### src/rtl/booth_mul_arbiter_if.sv
// booth_mul_arbiter_if
//   Bundles the requester-side and multiplier-side signals of booth_mul_arbiter.
//   slave  : arbiter view (drives gnt/rsp_*/busy and the multiplier inputs)
//   master : environment view (requesters plus the shared multiplier)
//   Signals:
//     req, req_m, req_q     requests and packed signed operands, slice i = [i*W +: W]
//     gnt                   one-hot acceptance pulse
//     rsp_valid, rsp_prod   one-hot result pulse and signed product
//     busy                  arbiter not in IDLE
//     mul_start, mul_m,
//     mul_q, mul_out        shared multiplier handshake
interface booth_mul_arbiter_if #(
  parameter int NREQ = 4,
  parameter int W    = 8
);
  logic [NREQ-1:0]   req;
  logic [NREQ*W-1:0] req_m;
  logic [NREQ*W-1:0] req_q;
  logic [NREQ-1:0]   gnt;
  logic [NREQ-1:0]   rsp_valid;
  logic [2*W-1:0]    rsp_prod;
  logic              busy;
  logic              mul_start;
  logic [W-1:0]      mul_m;
  logic [W-1:0]      mul_q;
  logic [2*W-1:0]    mul_out;

  modport slave (
    input  req, req_m, req_q, mul_out,
    output gnt, rsp_valid, rsp_prod, busy, mul_start, mul_m, mul_q
  );

  modport master (
    output req, req_m, req_q, mul_out,
    input  gnt, rsp_valid, rsp_prod, busy, mul_start, mul_m, mul_q
  );
endinterface

### src/rtl/booth_mul_arbiter.sv
// booth_mul_arbiter
//   Round-robin arbiter that shares one sequential Booth multiplier among NREQ
//   requesters. The winning request is latched, the multiplier gets a one-cycle
//   start pulse, a fixed MUL_LAT wait is counted, then the product is returned
//   to the winner with a one-cycle rsp_valid.
//   Ports:
//     clk   rising-edge clock
//     rst   synchronous active-high reset (aborts any operation in flight)
//     bus   booth_mul_arbiter_if.slave (requester and multiplier signals)
//   Optional build macro BOOTH_ZERO_SKIP_EN: when defined, a winner with a zero
//   operand is answered directly from IDLE with product 0, bypassing the multiplier.
//
//   state | meaning
//   IDLE  | arbitrate; gnt asserted combinationally to the winner
//   LOAD  | operands on mul_m/mul_q, mul_start high for this single cycle
//   WAIT  | count MUL_LAT cycles, capture mul_out when the counter hits 0
module booth_mul_arbiter #(
  parameter int NREQ    = 4,
  parameter int W       = 8,
  parameter int MUL_LAT = 9
) (
  input logic               clk,
  input logic               rst,
  booth_mul_arbiter_if.slave bus
);
  localparam int PW = (NREQ > 1) ? $clog2(NREQ) : 1;
  localparam int CW = $clog2(MUL_LAT + 1);

  typedef enum logic [1:0] {IDLE, LOAD, WAIT} state_t;

  state_t          state;
  logic [PW-1:0]   rr_ptr;
  logic [PW-1:0]   owner;
  logic [CW-1:0]   cnt;
  logic [PW-1:0]   winner;
  logic [PW-1:0]   idx;
  logic            found;
  logic [W-1:0]    sel_m;
  logic [W-1:0]    sel_q;
  logic [NREQ-1:0] gnt_c;
  logic [PW-1:0]   rr_next;

  // Scan from the highest offset down so the lowest offset from rr_ptr wins.
  always_comb begin
    found  = 1'b0;
    winner = '0;
    idx    = '0;
    for (int i = NREQ - 1; i >= 0; i--) begin
      idx = PW'((int'(rr_ptr) + i) % NREQ);
      if (bus.req[idx]) begin
        found  = 1'b1;
        winner = idx;
      end
    end
  end

  always_comb begin
    sel_m = '0;
    sel_q = '0;
    for (int i = 0; i < NREQ; i++) begin
      if (winner == PW'(i)) begin
        sel_m = bus.req_m[i*W +: W];
        sel_q = bus.req_q[i*W +: W];
      end
    end
  end

  assign gnt_c   = (state == IDLE && found && !rst) ? (NREQ'(1) << winner) : '0;
  assign rr_next = (winner == PW'(NREQ - 1)) ? '0 : winner + 1'b1;

`ifdef BOOTH_ZERO_SKIP_EN
  logic zero_op;
  assign zero_op = (sel_m == '0) || (sel_q == '0);
`endif

  assign bus.gnt  = gnt_c;
  assign bus.busy = (state != IDLE);

  always_ff @(posedge clk) begin
    if (rst) begin
      state         <= IDLE;
      rr_ptr        <= '0;
      owner         <= '0;
      cnt           <= '0;
      bus.rsp_valid <= '0;
      bus.rsp_prod  <= '0;
      bus.mul_start <= 1'b0;
      bus.mul_m     <= '0;
      bus.mul_q     <= '0;
    end else begin
      bus.rsp_valid <= '0;
      bus.mul_start <= 1'b0;
      case (state)
        IDLE: begin
          if (found) begin
            rr_ptr <= rr_next;
`ifdef BOOTH_ZERO_SKIP_EN
            if (zero_op) begin
              bus.rsp_prod  <= '0;
              bus.rsp_valid <= gnt_c;
            end else begin
              bus.mul_m     <= sel_m;
              bus.mul_q     <= sel_q;
              owner         <= winner;
              bus.mul_start <= 1'b1;
              state         <= LOAD;
            end
`else
            bus.mul_m     <= sel_m;
            bus.mul_q     <= sel_q;
            owner         <= winner;
            bus.mul_start <= 1'b1;
            state         <= LOAD;
`endif
          end
        end
        LOAD: begin
          cnt   <= CW'(MUL_LAT - 1);
          state <= WAIT;
        end
        WAIT: begin
          if (cnt == '0) begin
            bus.rsp_prod  <= bus.mul_out;
            bus.rsp_valid <= NREQ'(1) << owner;
            state         <= IDLE;
          end else begin
            cnt <= cnt - 1'b1;
          end
        end
        default: state <= IDLE;
      endcase
    end
  end
endmodule

### src/flat_wrapper.sv
// flat-port wrapper written by rule: the top's interface ports become plain ports
module booth_mul_arbiter_flat 
#(
  parameter int NREQ    = 4,
  parameter int W       = 8,
  parameter int MUL_LAT = 9
)
  (clk, rst, bus_req, bus_req_m, bus_req_q, bus_mul_out, bus_gnt, bus_rsp_valid, bus_rsp_prod, bus_busy, bus_mul_start, bus_mul_m, bus_mul_q);
  booth_mul_arbiter_if #(.NREQ(NREQ), .W(W)) bus_i ();
  input logic clk;
  input logic rst;
  input wire logic [$bits(bus_i.req)-1:0] bus_req;
  input wire logic [$bits(bus_i.req_m)-1:0] bus_req_m;
  input wire logic [$bits(bus_i.req_q)-1:0] bus_req_q;
  input wire logic [$bits(bus_i.mul_out)-1:0] bus_mul_out;
  output wire logic [$bits(bus_i.gnt)-1:0] bus_gnt;
  output wire logic [$bits(bus_i.rsp_valid)-1:0] bus_rsp_valid;
  output wire logic [$bits(bus_i.rsp_prod)-1:0] bus_rsp_prod;
  output wire logic [$bits(bus_i.busy)-1:0] bus_busy;
  output wire logic [$bits(bus_i.mul_start)-1:0] bus_mul_start;
  output wire logic [$bits(bus_i.mul_m)-1:0] bus_mul_m;
  output wire logic [$bits(bus_i.mul_q)-1:0] bus_mul_q;
  assign bus_i.req = bus_req;
  assign bus_i.req_m = bus_req_m;
  assign bus_i.req_q = bus_req_q;
  assign bus_i.mul_out = bus_mul_out;
  assign bus_gnt = bus_i.gnt;
  assign bus_rsp_valid = bus_i.rsp_valid;
  assign bus_rsp_prod = bus_i.rsp_prod;
  assign bus_busy = bus_i.busy;
  assign bus_mul_start = bus_i.mul_start;
  assign bus_mul_m = bus_i.mul_m;
  assign bus_mul_q = bus_i.mul_q;
  booth_mul_arbiter #(.NREQ(NREQ), .W(W), .MUL_LAT(MUL_LAT)) u_core (.clk(clk), .rst(rst), .bus(bus_i));
endmodule
### config.mk
export PLATFORM = sky130hd
export DESIGN_NAME = booth_mul_arbiter_flat
export DESIGN_NICKNAME = d
export VERILOG_FILES = /design/src/rtl/booth_mul_arbiter_if.sv /design/src/rtl/booth_mul_arbiter.sv /design/src/flat_wrapper.sv
export SDC_FILE = /design/constraint.sdc
export NUM_CORES = 1
export LEC_CHECK = 0
export CORE_ASPECT_RATIO = 1.1
export CORE_MARGIN = 8
export CORE_UTILIZATION = 36
export DETAILED_ROUTE_END_ITERATION = 8
export GPL_TIMING_DRIVEN = 0
export PLACE_DENSITY = 0.78
export SLEW_MARGIN = 40
export SYNTH_ARGS = -nofsm -noshare
export SYNTH_HDL_FRONTEND = slang
export SYNTH_SLANG_ARGS = --single-unit
### constraint.sdc
create_clock -name clk -period 2.05 [get_ports clk]
set_input_delay 0.41 -clock clk [delete_from_list [all_inputs] [get_ports clk]]
set_output_delay 0.41 -clock clk [all_outputs]
set_load 0.05 [all_outputs]
==> results of run 1 <==
-- Yosys cell counts --
cell type	count
sky130_fd_sc_hd__inv_2	1
sky130_fd_sc_hd__nor2_2	1
sky130_fd_sc_hd__nor2_1	2
sky130_fd_sc_hd__a311oi_1	17
sky130_fd_sc_hd__nor2b_1	2
sky130_fd_sc_hd__o21ai_0	19
sky130_fd_sc_hd__mux2i_1	1
sky130_fd_sc_hd__o211ai_1	2
sky130_fd_sc_hd__or3b_2	1
sky130_fd_sc_hd__and2_1	5
sky130_fd_sc_hd__a221o_1	16
sky130_fd_sc_hd__a211oi_1	1
sky130_fd_sc_hd__or4_1	1
sky130_fd_sc_hd__inv_1	25
sky130_fd_sc_hd__dfxtp_1	47
sky130_fd_sc_hd__nand2_1	21
sky130_fd_sc_hd__buf_4	1
sky130_fd_sc_hd__o221a_2	1
sky130_fd_sc_hd__a31oi_1	1
sky130_fd_sc_hd__nand3b_1	17
sky130_fd_sc_hd__nor3b_1	1
sky130_fd_sc_hd__nand2b_1	3
sky130_fd_sc_hd__nor4b_1	1
sky130_fd_sc_hd__nand4_1	1
sky130_fd_sc_hd__a21boi_0	1
sky130_fd_sc_hd__or3b_1	1
sky130_fd_sc_hd__ha_1	5
sky130_fd_sc_hd__or3_1	2
sky130_fd_sc_hd__nand3_2	1
sky130_fd_sc_hd__clkbuf_1	15
sky130_fd_sc_hd__buf_2	13
sky130_fd_sc_hd__nor4_1	4
sky130_fd_sc_hd__o32ai_1	2
sky130_fd_sc_hd__buf_6	2
sky130_fd_sc_hd__nand3_1	18
sky130_fd_sc_hd__nor4bb_1	1
sky130_fd_sc_hd__or2_2	1
sky130_fd_sc_hd__a21oi_1	55
sky130_fd_sc_hd__or4_4	1
sky130_fd_sc_hd__o22ai_1	1
-- power breakdown --
group / switching, µW / total [µW] / internal, µW
Clock: 291 / 556 / 265
Sequential: 71.1 / 1090 / 1020
Combinational: 903 / 1640 / 741
-- logic make-up (layout without fill, tap and decap cells) --
group / count (synthesis) / in the layout / synth area share (%)
multiplexers: 1 / 1 / 0.399
adder cells (fa/ha/maj): 5 / 5 / 2.49
buffers and inverters: 57 / 201 / 9.92
AND/OR/NAND/NOR: 85 / 85 / 19.8
AO/OA/AOI/OAI: 116 / 116 / 29.9
flip-flops: 47 / 47 / 37.5
-- layer usage --
| layer | vias up | track usage [%] | routed length [µm] |
|---|---|---|---|
| met4 | 0 | 7.81 | 235 |
| met2 | 149 | 29.5 | 4310 |
| met1 | 1330 | 19.8 | 3740 |
| met3 | 19 | 7.65 | 992 |
| met5 | - | 0 | 0 |
| li1 | 1422 | - | - |
-- final cells by class --
class	count	area, µm²
fill	604	2590
clock inverter	1	5.00
buffer	28	191
multi-input combinational	207	1470
inverter	26	100
timing repair buffer	140	1400
tap	85	106
sequential	47	946
clock buffer	6	82.6
-- metrics by stage --
step | cell area (µm²) | total power (µW) | setup WS (ps) | TNS, ps
2_1_floorplan | 2580 | 2030 | 0.0914 | 0
3_3_place_gp | 3950 | 2530 | -1430 | -17600
6_report | 4300 | 3290 | -277 | -3550
4_1_cts | 4290 | 3280 | -304 | -4500
5_1_grt | 4300 | 3450 | -331 | -4870
3_5_place_dp | 3950 | 2550 | -1470 | -18590
-- sequential cells by signal, indices dropped and copies added (netlist names) --
register	cells
u_core.state	2
u_core.bus.rsp_valid	4
u_core.bus.rsp_prod	16
u_core.cnt	4
u_core.rr_ptr	2
u_core.bus.mul_start	1
u_core.bus.mul_q	8
u_core.owner	2
u_core.bus.mul_m	8
-- final timing paths --
kind                                 start  cells past startpoint                                  to
max reg2reg  u_core.rr_ptr[1]$_SDFFE_PP0N_                      9    u_core.bus.mul_q[0]$_SDFFE_PP0N_
min reg2reg   u_core.owner[0]$_SDFFE_PP0N_                      1  u_core.bus.rsp_valid[0]$_SDFF_PP0_
max          u_core.rr_ptr[1]$_SDFFE_PP0N_                      7                          bus_gnt[1]
min           u_core.owner[0]$_SDFFE_PP0N_                      1  u_core.bus.rsp_valid[0]$_SDFF_PP0_
-- what timing repair did --
action	CTS	global route
cloned	2	0
gates resized for setup	76	7
endpoints found under the setup margin	21	20
buffers inserted	13	1
pin swaps	30	6
==> metrics list, run 1 <==
* Result of the run: finished, violations left
- The final reports fail on negative setup slack.
* Number of remaining DRC errors: 0
- After layout, the minimum clock period comes to between 2000 and 2500 ps.
* Number of pins exceeding their max-slew limit in the final report: 0
* Violation count after the first detailed-routing iteration: ~100
* Most used cells in the layout excluding fill and tap cells: sky130_fd_sc_hd__clkdlybuf4s50_1, sky130_fd_sc_hd__a21oi_1, sky130_fd_sc_hd__dfxtp_1
* Critical-path cell with the highest stage delay: sky130_fd_sc_hd__dfxtp_4
- The initial antenna violation count was 0.
* Fin Clk Skew: about 9 ps
* Post-CTS clock slew at the launch and capture registers of the worst setup and hold paths: roughly 80 ps
- Achievable Freq: between 400 and 500 MHz
- The clock tree synthesis step divided the H-tree into 2 levels.
- Syn Nets: around 400
* Critical path's top delay family: simple AND/OR/NAND/NOR gates
- The floorplan step set the die width to approximately 96 µm.
- Share of layout cells above drive strength 1: roughly 17%
- Clock buffer count from CTS: 5
- Flop2flop setup slack: -210 ps
- sky130_fd_sc_hd__dfxtp_1 takes more of the synthesized area than any other cell.
- Arr. time, crit path: approximately 1900 ps
- Together, buffers and inverters on the worst path number 2.
- Clock tree from TritonCTS: built
- The worst-case IR drop observed on VDD is about 0.00041 V.
- Total overflow reported by the global router: 0
- Dividing the synthesized area by the synthesized cell count gives ~8.1 µm².
- Via count of the first global-routing pass: approximately 3200
- In this run, post-CTS hold repair placed 0 buffers.
- DP Wirelength: just under 7000 µm
* Cell types with the largest area share after synthesis: sky130_fd_sc_hd__dfxtp_1, sky130_fd_sc_hd__a21oi_1, sky130_fd_sc_hd__a221o_1
- Commonest non-fill, non-tap cell in the layout: sky130_fd_sc_hd__clkdlybuf4s50_1
- Counting along the longest clock path gives a buffer depth of 2.
- Nets: ~550
* Cell-by-cell trace of the critical path: nand2_2 -> a311oi_4 -> or2_4 -> ha_4 -> buf_6 -> and2_4 -> buf_8
- Setup repair after global routing could not meet its margin everywhere.
* Tightest hold margin: between 400 and 500 ps
* All-layer global routing usage: between 15 and 20%
- Port buffering added between 100 and 150 buffers.
- Across the run, the number of max-cap violations was 0.
- WP data required: ~1600 ps
* Fraction of the cycle the final worst path needs: 114%
* Placed Instances: ~520
* Post-synth top area share: 37.5%
- Counting every instance in the synthesized netlist gives between 300 and 400.
- Area of the placeable core: 6890 µm²
* Utilization of the core after routing: slightly above 60%
* Worst Tran Pin Value: 574 ps
* Post-synthesis sequential element count: 47
- The first global-routing pass estimated between 10000 and 15000 µm of wire.
- Sum of routed wire length over all layers: around 9300 µm
* Max incr delay on CP: 410 ps
* Number of diodes: 0
- The worst hold path belongs to the class reg2reg.
* Final cell count without fillers: 540
- Once detail routing completed, the nets flagged for antenna violations numbered 0.
- At the end of routability-driven placement, the weighted congestion stood at roughly 0.82.
* Sink Count: between 40 and 50
- Wirelength per Cell: 17.2 µm
- PD cells: between 700 and 800 nW/µm²
- Synth warn: 0
* Length of the first detailed-routing pass in iterations: 5
- Sequential area share after synthesis: between 30% and 40%
- Die Footprint: a little under 10000 µm²
- Post-synth design cell area: about 2500 µm²
- Yosys mapped the design onto 40 distinct sky130hd cell types.
* Leak pwr: approximately 0.0016 µW
- Setup slack on the critical path of the routed design comes to -277 ps.
- Setup violations remaining at the end of the flow were counted as 20.
* Pin count of the biggest net entering global routing: 14
* Kind of start point of the critical path: flop
* Root buffer cell: sky130_fd_sc_hd__clkbuf_8
- During I/O placement, the number of pins put on the boundary was ~130.
- Using the TritonRoute via totals, the vias-per-cell ratio works out to ~5.4.
- Clock latency on the worst-skew pair: around 300 ps
* Number of hold violations in the final report: 0
- Across all layers, the routed design uses 2920 vias.
- Measured along the y axis, the die boundary spans 104 µm.
- The initial utilization of the core area, before any placement, comes to around 36%.
- Endpoint class of the critical path: output port
- Max Fanout on Critical Path: 6
- The setup path with the least slack is of type reg2out.
* Placement Rows: 32
- Layout Area Growth over Synthesis: 71.3%
- Measured against its own limit, the worst slew margin works out to 61.6%.
Power figures use the tool's default switching activity.
==> run 2, diff against run 1 <==
- CTS_CLUSTER_DIAMETER: unset -> 30
- PLACE_DENSITY: 0.78 -> unset
- PLACE_DENSITY_LB_ADDON: unset -> 0.1
==> run 2 against run 1 <==
Compared with the run above: the flow still finishes with violations (negative setup slack); via count barely moved; worst setup slack got worse by 27 ps; clock-buffer cell count did not move; sequential share of layout area fell by 0.72 points; combinational power rose by 5%; fmax fell by 1.2%; non-clock buffer count rose by 7; critical path depth did not move; clock skew fell by 7.0 ps; core utilization rose by 2.1 points; worst hold slack got worse by 7.5 ps; first-iteration DRC count rose by 26%; critical path type unchanged; largest cell class unchanged.
==> metrics list, run 2 (synthesis gave the netlist of run 1 again) <==
* Critical path's top delay family: simple AND/OR/NAND/NOR gates
- In this run the vertical extent of the chip is around 100 µm.
* Die Footprint: about 9900 µm²
- Achievable Freq: roughly 420 MHz
- Largest registers ranked by flip-flop count: u_core.bus.rsp_prod (16), u_core.bus.mul_m (8), u_core.bus.mul_q (8)
* Nets: ~550
- Counting flops per register, the top entry is u_core.bus.rsp_prod.
- The first detailed-routing pass ran for 4 iterations.
- Net switching is approximately 36% of the power.
* Clock period minus worst slack: 2350 ps
* Share of layout cells above drive strength 1: 17.3%
- The first global-routing pass estimated about 15000 µm of wire.
- The worst setup path is of the reg2out kind.
* H-tree Lvls: 2
- Clock buffer count from CTS: 5
* # Max-Cap Violations: 0
- On the critical path, the stage with the largest delay is an instance of sky130_fd_sc_hd__dfxtp_4.
- The worst setup path is captured at an output port.
- Post-layout worst setup margin: -305 ps
* Tightest hold margin: between 400 and 500 ps
- The area growth from synthesis to layout is 77.1%.
* Number of vias after detailed routing: just under 3000
- Placed Instances: around 520
- The floorplan step defined a core boundary enclosing ~6900 µm².
- The initial antenna violation count was 0.
* Number of antenna-violating nets in the routed design: 0
* Horizontal die dimension: between 90 and 100 µm
* Initial Util: ~36%
- With fillers left out, the area of the finished cells amounts to 4440 µm².
- Arr. time, crit path: between 1500 and 2000 ps
- Of the total power, registers draw between 30% and 40%.
- Dividing the detail-routed wire length by the instance count gives 17.1 µm.
* Max reg flops: 16
- The later pin in the worst-skew pair is clocked with a latency of 290 ps.
- After floorplanning, the core was divided into 32 placement rows.
* Post-CTS clock slew at the launch and capture registers of the worst setup and hold paths: approximately 90 ps
- Number of hold violations in the final report: 0
- Fin Clk Skew: 2.22 ps
* Total of hold buffers inserted after clock tree synthesis: 0
- RSZ-0062 raised after global routing: true
- Comb pwr share: 47.9%
- Count of input and output buffers: approximately 130
- Violation count after the first detailed-routing iteration: approximately 130
- In this run the power density over the cells is approximately 810 nW/µm².
- In the layout the commonest cells are sky130_fd_sc_hd__clkdlybuf4s50_1, sky130_fd_sc_hd__a21oi_1, sky130_fd_sc_hd__dfxtp_1.
- Clock power frac: approximately 22%
- The signal on the critical path passes through or3b_4 -> o221a_4 -> buf_12 -> ha_4 -> buf_6 -> and2_4 -> buf_8.
- After filler insertion, the fill cell instance count of the layout stands at just over 600.
* Number of diodes: 0
* Worst Tran Pin Value: 564 ps
* Placer Congestion: 0.791
- Via-per-instance ratio: 5.32
* Pin count of the biggest net entering global routing: 15
* Maximum VDD drop: 0.000388 V
- During I/O placement, the number of pins put on the boundary was roughly 130.
- Sum of routed wire length over all layers: about 9400 µm
- Leaving out fill and tap cells, the most frequent cell in the layout is sky130_fd_sc_hd__clkdlybuf4s50_1.
- Total overflow reported by the global router: 0
- Global routing consumed, over all layers together, ~19% of the routing resources.
* Max incr delay on CP: roughly 390 ps
- Detailed placement finished with a half-perimeter wire length of 6790 µm.
- The analysis attributes to net switching a power of about 1300 µW.
- Area occupied by multi-input gates: between 1000 and 1500 µm²
- Clock tree from TritonCTS: built
- Number of buffers and inverters on the critical path: 3
- Final cell count without fillers: roughly 550
- Sink Count: between 40 and 50
- Setup violations remaining at the end of the flow were counted as 20.
- The worst setup path is launched from a flop.
- Headroom to the max-slew limit came out at 62.4%.
- Internal power contribution: 2320 µW
* Fraction of the cycle the final worst path needs: 115%
* Number of pins exceeding their max-slew limit in the final report: 0
* WP data required: 1640 ps
* Buffers from clock root to sink, at most: 2
- Failing checks: negative setup slack
* Utilization of the core after routing: between 60% and 70%
* Via count of the first global-routing pass: approximately 3000
- Cell Area, Placed: ~4000 µm²
* Max Fanout on Critical Path: 6
- Root buffer cell: sky130_fd_sc_hd__clkbuf_8
- The min-delay analysis places its worst path in the category reg2reg.
- Summed over all cells, the static leakage comes to about 0.0017 µW.
- Sequential cell area in the final layout: approximately 950 µm²
- The flow ran to the end, but the final reports show violations.
- Number of remaining DRC errors: 0
-- run 2: worst paths after layout --
check | end | from | cells after the start | slack, ps
worst min register to register | u_core.bus.rsp_valid[0]$_SDFF_PP0_ | u_core.owner[0]$_SDFFE_PP0N_ | 1 | 460
worst max register to register | u_core.bus.mul_q[5]$_SDFFE_PP0N_ | u_core.rr_ptr[1]$_SDFFE_PP0N_ | 9 | -280
worst max-delay path | bus_gnt[1] | u_core.rr_ptr[1]$_SDFFE_PP0N_ | 7 | -300
worst min-delay path | u_core.bus.rsp_valid[0]$_SDFF_PP0_ | u_core.owner[0]$_SDFFE_PP0N_ | 1 | 460
-- run 2: timing repair --
item / CTS / global route
buffers inserted: 12 / 6
endpoints found under the setup margin: 21 / 20
cloned: 3 / 1
pin swaps: 12 / 13
resized for setup: 70 / 24
-- run 2: stage by stage --
stage / power (µW) / TNS, ps / setup WS [ps]
global placement: 2550 / -18110 / -1460
CTS: 3550 / -3830 / -324
finish: 3620 / -4560 / -305
floorplan: 2030 / 0 / 0.0914
global route: 3800 / -5920 / -363
detailed placement: 2560 / -18520 / -1470
-- run 2: layout make-up --
type,count,area share [%]
inverters,26,2.25
multi-input cells,207,32.9
flip-flops and latches,47,21.3
well taps,85,2.39
repair buffers,147,33.2
clock inverters,2,1.35
clock buffers,6,1.63
plain buffers,28,5.01
-- run 2: routing by layer --
metal	up-vias	wire [µm]	track usage, %	part of all wire (%)
li1	1446	-	-	-
met1	1341	3680	19.6	39
met2	117	4600	32.0	49
met3	14	903	7.22	9.6
met4	0	204	6.49	2.2
met5	-	0	0	0
-- run 2: worst register-to-register path, stage by stage (launching register included) --
cell and delay (ps):
sky130_fd_sc_hd__dfxtp_4 390, sky130_fd_sc_hd__or3b_4 380, sky130_fd_sc_hd__o221a_4 160, sky130_fd_sc_hd__buf_12 140, sky130_fd_sc_hd__ha_4 170, sky130_fd_sc_hd__buf_4 140
sky130_fd_sc_hd__buf_6 130, sky130_fd_sc_hd__nand3b_1 150, sky130_fd_sc_hd__a221o_1 310, sky130_fd_sc_hd__a311oi_1 260
-- run 2: power groups by stage --
| stage | clock (µW) | sequential, µW | combinational (µW) |
|---|---|---|---|
| detailed placement | 0 | 1100 | 1460 |
| floorplan | 0 | 1360 | 667 |
| global route | 861 | 1100 | 1840 |
| CTS | 822 | 1080 | 1640 |
| global placement | 0 | 1090 | 1460 |
| finish | 798 | 1090 | 1730 |
==> run 3, diff against run 2 <==
- ABC_CLOCK_PERIOD_IN_PS: unset -> 2050
- GPL_ROUTABILITY_DRIVEN: unset -> 0
==> results of run 3 <==
The final DEF is identical to that of run 2; final timing and power are the same.
